[config.mk]
export PLATFORM = sky130hd
export DESIGN_NAME = float_add_arbiter
export DESIGN_NICKNAME = d
export VERILOG_FILES = /design/src/rtl/float_add_arbiter.sv
export SDC_FILE = /design/constraint.sdc
export NUM_CORES = 1
export LEC_CHECK = 0
export ABC_AREA = 1
export CAP_MARGIN = 20
export CORE_AREA = 2 2 156 158
export DETAILED_ROUTE_END_ITERATION = 8
export DIE_AREA = 0 0 158 160
export PLACE_DENSITY = 0.7
export SYNTH_ARGS = -nofsm -noshare
export SYNTH_HDL_FRONTEND = slang
export SYNTH_SLANG_ARGS = --single-unit
[constraint.sdc]
create_clock -name clk -period 2.5 [get_ports clk]
set_input_delay 0.625 -clock clk [delete_from_list [all_inputs] [get_ports clk]]
set_output_delay 0.625 -clock clk [all_outputs]
set_load 0.005 [all_outputs]
[src/rtl/float_add_arbiter.sv]
// float_add_arbiter: round-robin sharing of one pipelined float adder among NUM_CLIENTS requesters.
// Optional perf counters (perf_issued, perf_stall) exist only when FLOAT_ADD_ARB_PERF_EN is defined.
module float_add_arbiter #(
    parameter int NUM_CLIENTS = 4,
    parameter int FLOAT_WIDTH = 32,
    parameter int ADD_LATENCY = 4
) (
    input  logic                               clk,
    input  logic                               rst,
    input  logic [NUM_CLIENTS-1:0]             cli_req,
    input  logic [NUM_CLIENTS*FLOAT_WIDTH-1:0] cli_a,
    input  logic [NUM_CLIENTS*FLOAT_WIDTH-1:0] cli_b,
    output logic [NUM_CLIENTS-1:0]             cli_gnt,
    output logic [NUM_CLIENTS-1:0]             cli_ack,
    output logic [FLOAT_WIDTH-1:0]             cli_out,
    output logic                               add_req,
    output logic [FLOAT_WIDTH-1:0]             add_a,
    output logic [FLOAT_WIDTH-1:0]             add_b,
    input  logic                               add_ack,
    input  logic [FLOAT_WIDTH-1:0]             add_out,
    output logic                               err
`ifdef FLOAT_ADD_ARB_PERF_EN
    ,
    output logic [31:0]                        perf_issued,
    output logic [31:0]                        perf_stall
`endif
);
    localparam int ID_W = $clog2(NUM_CLIENTS);
    localparam logic [ID_W:0]        NUM_CLIENTS_W = (ID_W + 1)'(NUM_CLIENTS);
    localparam logic [ID_W-1:0]      ONE_ID        = ID_W'(32'd1);
    localparam logic [NUM_CLIENTS-1:0] ONE_CLI     = NUM_CLIENTS'(32'd1);

    // base + off modulo NUM_CLIENTS; both operands are already < NUM_CLIENTS
    function automatic logic [ID_W-1:0] wrap_add(input logic [ID_W-1:0] base, input logic [ID_W-1:0] off);
        logic [ID_W:0] sum;
        sum = {1'b0, base} + {1'b0, off};
        if (sum >= NUM_CLIENTS_W) begin
            sum = sum - NUM_CLIENTS_W;
        end else begin
            sum = sum;
        end
        return sum[ID_W-1:0];
    endfunction

    function automatic logic [NUM_CLIENTS-1:0] id_to_onehot(input logic [ID_W-1:0] id);
        return ONE_CLI << id;
    endfunction

    logic [NUM_CLIENTS-1:0]           pending_r;
    logic [ID_W-1:0]                  rr_r;
    logic [ID_W-1:0]                  issue_id_r;
    logic [ADD_LATENCY-1:0]           tag_vld_r;
    logic [ADD_LATENCY-1:0][ID_W-1:0] tag_id_r;

    logic [NUM_CLIENTS-1:0]   elig_s;
    logic [2*NUM_CLIENTS-1:0] elig_dbl_s;
    logic [NUM_CLIENTS-1:0]   elig_rot_s;
    logic [ID_W-1:0]          off_s;
    logic [ID_W-1:0]          win_id_s;
    logic                     win_vld_s;
    logic [NUM_CLIENTS-1:0]   gnt_set_s;
    logic [FLOAT_WIDTH-1:0]   win_a_s;
    logic [FLOAT_WIDTH-1:0]   win_b_s;
    logic                     ret_vld_s;
    logic [ID_W-1:0]          ret_id_s;
    logic [NUM_CLIENTS-1:0]   ack_clr_s;

    // round-robin pick: rotate so the rr pointer lands on bit 0, then take the lowest set bit
    always_comb begin
        elig_s     = cli_req & ~pending_r;
        elig_dbl_s = {elig_s, elig_s} >> rr_r;
        elig_rot_s = elig_dbl_s[NUM_CLIENTS-1:0];
        win_vld_s  = |elig_s;
        off_s      = '0;
        for (int k = NUM_CLIENTS - 1; k >= 0; k--) begin
            if (elig_rot_s[k]) begin
                off_s = ID_W'(k);
            end else begin
                off_s = off_s;
            end
        end
        win_id_s  = wrap_add(rr_r, off_s);
        gnt_set_s = win_vld_s ? id_to_onehot(win_id_s) : '0;
    end

    // operand mux for the winning client
    always_comb begin
        win_a_s = '0;
        win_b_s = '0;
        for (int k = 0; k < NUM_CLIENTS; k++) begin
            if (win_id_s == ID_W'(k)) begin
                win_a_s = cli_a[k*FLOAT_WIDTH +: FLOAT_WIDTH];
                win_b_s = cli_b[k*FLOAT_WIDTH +: FLOAT_WIDTH];
            end else begin
                win_a_s = win_a_s;
                win_b_s = win_b_s;
            end
        end
    end

    // oldest tag, expected to line up with add_ack this cycle
    always_comb begin
        ret_vld_s = tag_vld_r[ADD_LATENCY-1];
        ret_id_s  = tag_id_r[ADD_LATENCY-1];
        ack_clr_s = ret_vld_s ? id_to_onehot(ret_id_s) : '0;
    end

    // issue stage: grant pulse, operands to the adder, rr pointer advance
    always_ff @(posedge clk) begin
        if (rst) begin
            cli_gnt    <= '0;
            add_req    <= 1'b0;
            add_a      <= '0;
            add_b      <= '0;
            issue_id_r <= '0;
            rr_r       <= '0;
        end else begin
            cli_gnt <= gnt_set_s;
            add_req <= win_vld_s;
            if (win_vld_s) begin
                add_a      <= win_a_s;
                add_b      <= win_b_s;
                issue_id_r <= win_id_s;
                rr_r       <= wrap_add(win_id_s, ONE_ID);
            end else begin
                add_a      <= add_a;
                add_b      <= add_b;
                issue_id_r <= issue_id_r;
                rr_r       <= rr_r;
            end
        end
    end

    // owner tag shift register, entered in the same cycle add_req is presented
    always_ff @(posedge clk) begin
        if (rst) begin
            tag_vld_r <= '0;
            tag_id_r  <= '0;
        end else begin
            tag_vld_r[0] <= add_req;
            tag_id_r[0]  <= issue_id_r;
            for (int k = 1; k < ADD_LATENCY; k++) begin
                tag_vld_r[k] <= tag_vld_r[k-1];
                tag_id_r[k]  <= tag_id_r[k-1];
            end
        end
    end

    // return path: ack routing, pending bookkeeping, sticky handshake error
    always_ff @(posedge clk) begin
        if (rst) begin
            cli_ack   <= '0;
            cli_out   <= '0;
            pending_r <= '0;
            err       <= 1'b0;
        end else begin
            // a mismatched tag still frees its client so it cannot deadlock
            pending_r <= (pending_r | gnt_set_s) & ~ack_clr_s;
            if (ret_vld_s && add_ack) begin
                cli_ack <= ack_clr_s;
                cli_out <= add_out;
            end else begin
                cli_ack <= '0;
                cli_out <= cli_out;
            end
            if (ret_vld_s != add_ack) begin
                err <= 1'b1;
            end else begin
                err <= err;
            end
        end
    end

`ifdef FLOAT_ADD_ARB_PERF_EN
    logic multi_elig_s;
    assign multi_elig_s = |(elig_s & (elig_s - ONE_CLI));

    // issue and contention counters, free-running with natural wrap
    always_ff @(posedge clk) begin
        if (rst) begin
            perf_issued <= 32'd0;
            perf_stall  <= 32'd0;
        end else begin
            perf_issued <= add_req ? perf_issued + 32'd1 : perf_issued;
            perf_stall  <= multi_elig_s ? perf_stall + 32'd1 : perf_stall;
        end
    end
`endif

endmodule

==> implementation parameters, run 1 <==
Parameter                              Value

Run status
  Result of the run ... finished, final reports clean

STA
  Maximum achievable frequency ... 0.402 GHz
  Number of endpoints failing setup at the final stage ... 0
  Worst Setup Slack, final ... 0.0141 ns
  Pins Over Slew Limit ... 0
  Crit share post-route ... 99.4%
  Tightest Pin Transition ... 0.391 ns
  Final critical-path required period ... 2.49 ns
  Clock Skews ... 0.00736 ns
  Final hold violation count ... 0
  Headroom to the max-slew limit ... 73.8%
  Setup repair after global routing missed its margin ... true

Pwr
  Pwr dens ... 1440 nW/um^2
  Net switching power ... 8.16 mW
  Combinational share of power ... 70.0%
  Internal power ... 10.2 mW
  Share of power burned in the clock network ... 14.6%
  Sequential cell fraction of total power ... 15.5%
  Net switching fraction of the power ... 44.5%
  Max VDD drop ... 0.753 mV
  Leakage dissipation ... 5.56 nW
  Total Power ... 18.3 mW

Logic synthesis
  Syn nets ... 1316
  Mapped Avg Cell Area ... 6.50 um^2
  Share of flip-flops with an asynchronous set or reset after synthesis ... 0%
  Post-Synthesis Cells ... 1019
  Yosys Warn Count ... 0
  Distinct cell type count after synthesis ... 36
  Top FF cell, synth ... sky130_fd_sc_hd__dfxtp_1
  Sequential share of the synthesized area ... 38.1%
  Synth Cell Area ... 6620 um^2
  Synth Register Bits ... 126
  Post-synth EDFFs ... 0

Final layout
  Net total in the final layout ... 1751
  Layout cells sized above 1 ... 14.7%
  Area of all placed cells without fillers ... 12700 um^2
  Area growth syn-to-layout ... 92.4%
  Final non-filler cell total ... 1793

Detailed routing
  Number of search-and-repair iterations in the first detailed-routing pass ... 5
  Via density ... 4.66
  Starting DRT DRC Count ... 578
  Average detailed-routed wire length per instance ... 16.7 um
  Total wirelength of the detailed-routed design ... 29900 um
  Number of nets with antenna violations after routing ... 0
  Via count ... 8356
  DR DRC count ... 0

Clock tree
  Clock edge transition at the registers on the reported setup and hold paths ... 0.06 ns
  Number of buffers on the longest clock path ... 2
  Cell chosen for the clock root ... sky130_fd_sc_hd__clkbuf_16
  Count of H-tree levels built during CTS ... 4
  Source-to-sink clock delay at the later pin of the worst-skew pair ... 0.42 ns
  Number of sinks driven by the clock tree ... 126
  Number of buffers inserted during clock tree synthesis ... 17
  TritonCTS clock tree ... built

Worst setup path
  FF-to-FF setup slack ... 0.01 ns
  Logic depth of the worst setup path including buffers ... 18
  WP buf/inv ... 4
  Source of the worst register-to-register timing path ... rr_r[0]
  Data arrival time of the critical path ... 2.78 ns
  Highest-delay cell along the critical path ... sky130_fd_sc_hd__dfxtp_4
  Capture point of the worst path ... add_a[30]
  Critical R2R Capture ... add_a[30]
  Most frequent cell on the critical path ... sky130_fd_sc_hd__nor2_1
  Max incr delay on CP ... 0.41 ns
  Cell type group with the largest total delay on the critical path ... simple AND/OR/NAND/NOR gates
  Launch point of the critical path ... rr_r[0]
  Worst reg2reg path depth ... 18
  Type of the worst setup path ... register to register
  Worst endpoint required time ... 2.80 ns
  Cell breakdown of the critical path ... inv_6 > nand3_4 > nand3_2 > nand2_2 > nand3_2 > a21boi_2 > ha_2 > xor2_2 > buf_4 > nand2_4 > nand2_8 > buf_12 > buf_16 > nand3b_1 > nand2_1 > nor2_1 > nor2_1 > nor2_1
  Nature of the critical path endpoint ... register
  Critical path startpoint category ... register
  Crit-path max FO ... 6

Global route
  Wire length of the first global-routing pass ... 42600 um
  Via count of the first global-routing pass ... 7923
  Antenna violations before repair ... 2
  Residual overflow from global routing ... 0
  Global-route total usage across every layer ... 21.8%
  Largest net degree at the start of global routing ... 37

Placement
  Placed cell area ... 11300 um^2
  Estimated wirelength of the detail-placed design ... 21100 um
  Routability congestion estimate ... 0.896
  PortBufs ... 400
  Placed cells ... 1732
  Post-placement setup slack ... -0.813 ns

Job
  Number of max-cap violations ... 0

Floorplanning
  Standard-cell row count ... 57
  Area enclosed by the die boundary ... 25300 um^2
  Starting Density ... 27.8%
  Placeable core area ... 23800 um^2
  Die extent in y ... 160 um
  Floorplan die width ... 158 um
  Boundary pin count ... 401

Hold path
  Worst hold-check path type ... register to register
[stage by stage]
step / TNS [ns] / util, % / hold slack, ns
2_1_floorplan: 0 / - / 0.388
3_3_place_gp: -48.96 / 47.3 / 0.390
3_5_place_dp: -52.07 / 47.3 / 0.394
4_1_cts: 0 / 51.4 / 0.405
5_1_grt: -6.46 / 53.5 / 0.424
6_report: 0 / 53.5 / 0.403
[cell families (layout without fill, tap and decap cells)]
| logic type | Yosys count | after routing | synth area share [%] |
|---|---|---|---|
| AOI/OAI and AO/OA | 97 | 97 | 7.67 |
| xor gates and xnor gates | 1 | 1 | 0.132 |
| adders and majority gates | 2 | 2 | 0.378 |
| buffers and inverters | 150 | 598 | 9.70 |
| DFF | 126 | 126 | 38.1 |
| other | 0 | 2 | 0 |
| and+or+nand+nor | 643 | 643 | 44.0 |
[metal layers]
metal / global-route usage, % / vias up / part of all wire (%)
met4: 8.44 / 0 / 3.1
met1: 25.1 / 3767 / 39
met3: 6.21 / 63 / 8.6
li1: - / 4126 / -
met2: 38.0 / 400 / 49
met5: 0 / - / 0
[what timing repair did]
| action | CTS | global route |
|---|---|---|
| endpoints found under the hold margin | 0 | 0 |
| hold buffers | 0 | 0 |
| pin swaps | 11 | 25 |
| buffers inserted | 8 | 8 |
| setup endpoints to repair | 73 | 70 |
| gates cloned | 5 | 7 |
| resized for setup | 37 | 81 |
[registers in the layout, summed over array words and instances, names as in the netlist]
register and flops:
add_a 32, add_b 32, add_req 1, cli_ack 4, cli_gnt 4, cli_out 32, err 1, issue_id_r 2
pending_r 4, ret_id_s 2, rr_r 2, tag_id_r 6, tag_vld_r 4
[synthesized netlist by cell type, types with 10 or more instances]
cell type / n / area [um^2]
sky130_fd_sc_hd__nand3_1: 130 / 651
sky130_fd_sc_hd__o21ai_0: 78 / 390
sky130_fd_sc_hd__or2_0: 24 / 150
sky130_fd_sc_hd__clkbuf_1: 39 / 146
sky130_fd_sc_hd__dfxtp_1: 126 / 2520
sky130_fd_sc_hd__inv_1: 80 / 300
sky130_fd_sc_hd__or2_1: 22 / 138
sky130_fd_sc_hd__nor2_1: 124 / 465
sky130_fd_sc_hd__buf_2: 12 / 60.1
sky130_fd_sc_hd__nand2_1: 278 / 1040
sky130_fd_sc_hd__nand4_1: 28 / 175
sky130_fd_sc_hd__or2_2: 10 / 62.6
[cell type report]
| cell class | instances | area [um^2] |
|---|---|---|
| Inverter | 85 | 329 |
| Fill cell | 2283 | 11100 |
| Clock buffer | 17 | 425 |
| Multi-Input combinational cell | 743 | 3830 |
| Antenna cell | 2 | 5.00 |
| Tap cell | 324 | 405 |
| Sequential cell | 126 | 2530 |
| Clock inverter | 15 | 198 |
| Timing Repair Buffer | 481 | 5010 |
[power by group through the flow]
stage / clock [mW] / combinational (mW) / sequential (mW)
floorplan: 0 / 5.81 / 2.84
global placement: 0 / 9.51 / 2.84
detailed placement: 0 / 9.63 / 2.84
CTS: 2.72 / 11.2 / 2.82
global route: 2.81 / 13.9 / 2.88
finish: 2.67 / 12.8 / 2.83
[worst reg2reg max path: cells and delay by family (launching register included)]
kind | cells | cell delay [ns]
and+or+nand+nor | 11 | 0.90
adders and majority gates | 1 | 0.20
DFF | 1 | 0.41
buffers and inverters | 4 | 0.51
AOI/OAI and AO/OA | 1 | 0.14
xor gates and xnor gates | 1 | 0.19
[layout by cell type (no fill, tap or decap), types with 4 or more instances in the layout]
master	n
sky130_fd_sc_hd__nor2_1	121
sky130_fd_sc_hd__a21oi_1	8
sky130_fd_sc_hd__nor4_1	4
sky130_fd_sc_hd__nand3_1	86
sky130_fd_sc_hd__inv_2	6
sky130_fd_sc_hd__buf_12	16
sky130_fd_sc_hd__nand4_1	28
sky130_fd_sc_hd__nand3_4	5
sky130_fd_sc_hd__clkdlybuf4s50_1	396
sky130_fd_sc_hd__or2_0	22
sky130_fd_sc_hd__or2_2	7
sky130_fd_sc_hd__dfxtp_1	124
sky130_fd_sc_hd__inv_1	75
sky130_fd_sc_hd__buf_6	5
sky130_fd_sc_hd__o21ai_0	77
sky130_fd_sc_hd__buf_4	50
sky130_fd_sc_hd__buf_16	5
sky130_fd_sc_hd__nand2_1	262
sky130_fd_sc_hd__or2_1	24
sky130_fd_sc_hd__nor2_4	4
sky130_fd_sc_hd__nand3b_1	8
sky130_fd_sc_hd__nand2_4	4
sky130_fd_sc_hd__nand3_2	40
sky130_fd_sc_hd__clkbuf_16	22
sky130_fd_sc_hd__inv_6	8
sky130_fd_sc_hd__nand2_2	17
[how the worst min path moves through the flow]
| stage | start | to | slack [ns] | depth (start not counted) |
|---|---|---|---|---|
| finish | tag_id_r[2] | tag_id_r[4] | 0.40 | 2 |
| global route | tag_vld_r[2] | tag_vld_r[3] | 0.42 | 2 |
| CTS | tag_id_r[2] | tag_id_r[4] | 0.41 | 2 |
| detailed placement | tag_vld_r[0] | tag_vld_r[1] | 0.39 | 2 |
| global placement | tag_id_r[0] | tag_id_r[2] | 0.39 | 2 |
| floorplan | tag_id_r[4] | ret_id_s[0] | 0.39 | 2 |
(Power assumes the default switching activity.)
==> run 2, diff against run 1 <==
- CAP_MARGIN: 20 -> default
==> results of run 2 <==
No change in the layout: final DEF, timing and power equal those of run 1.
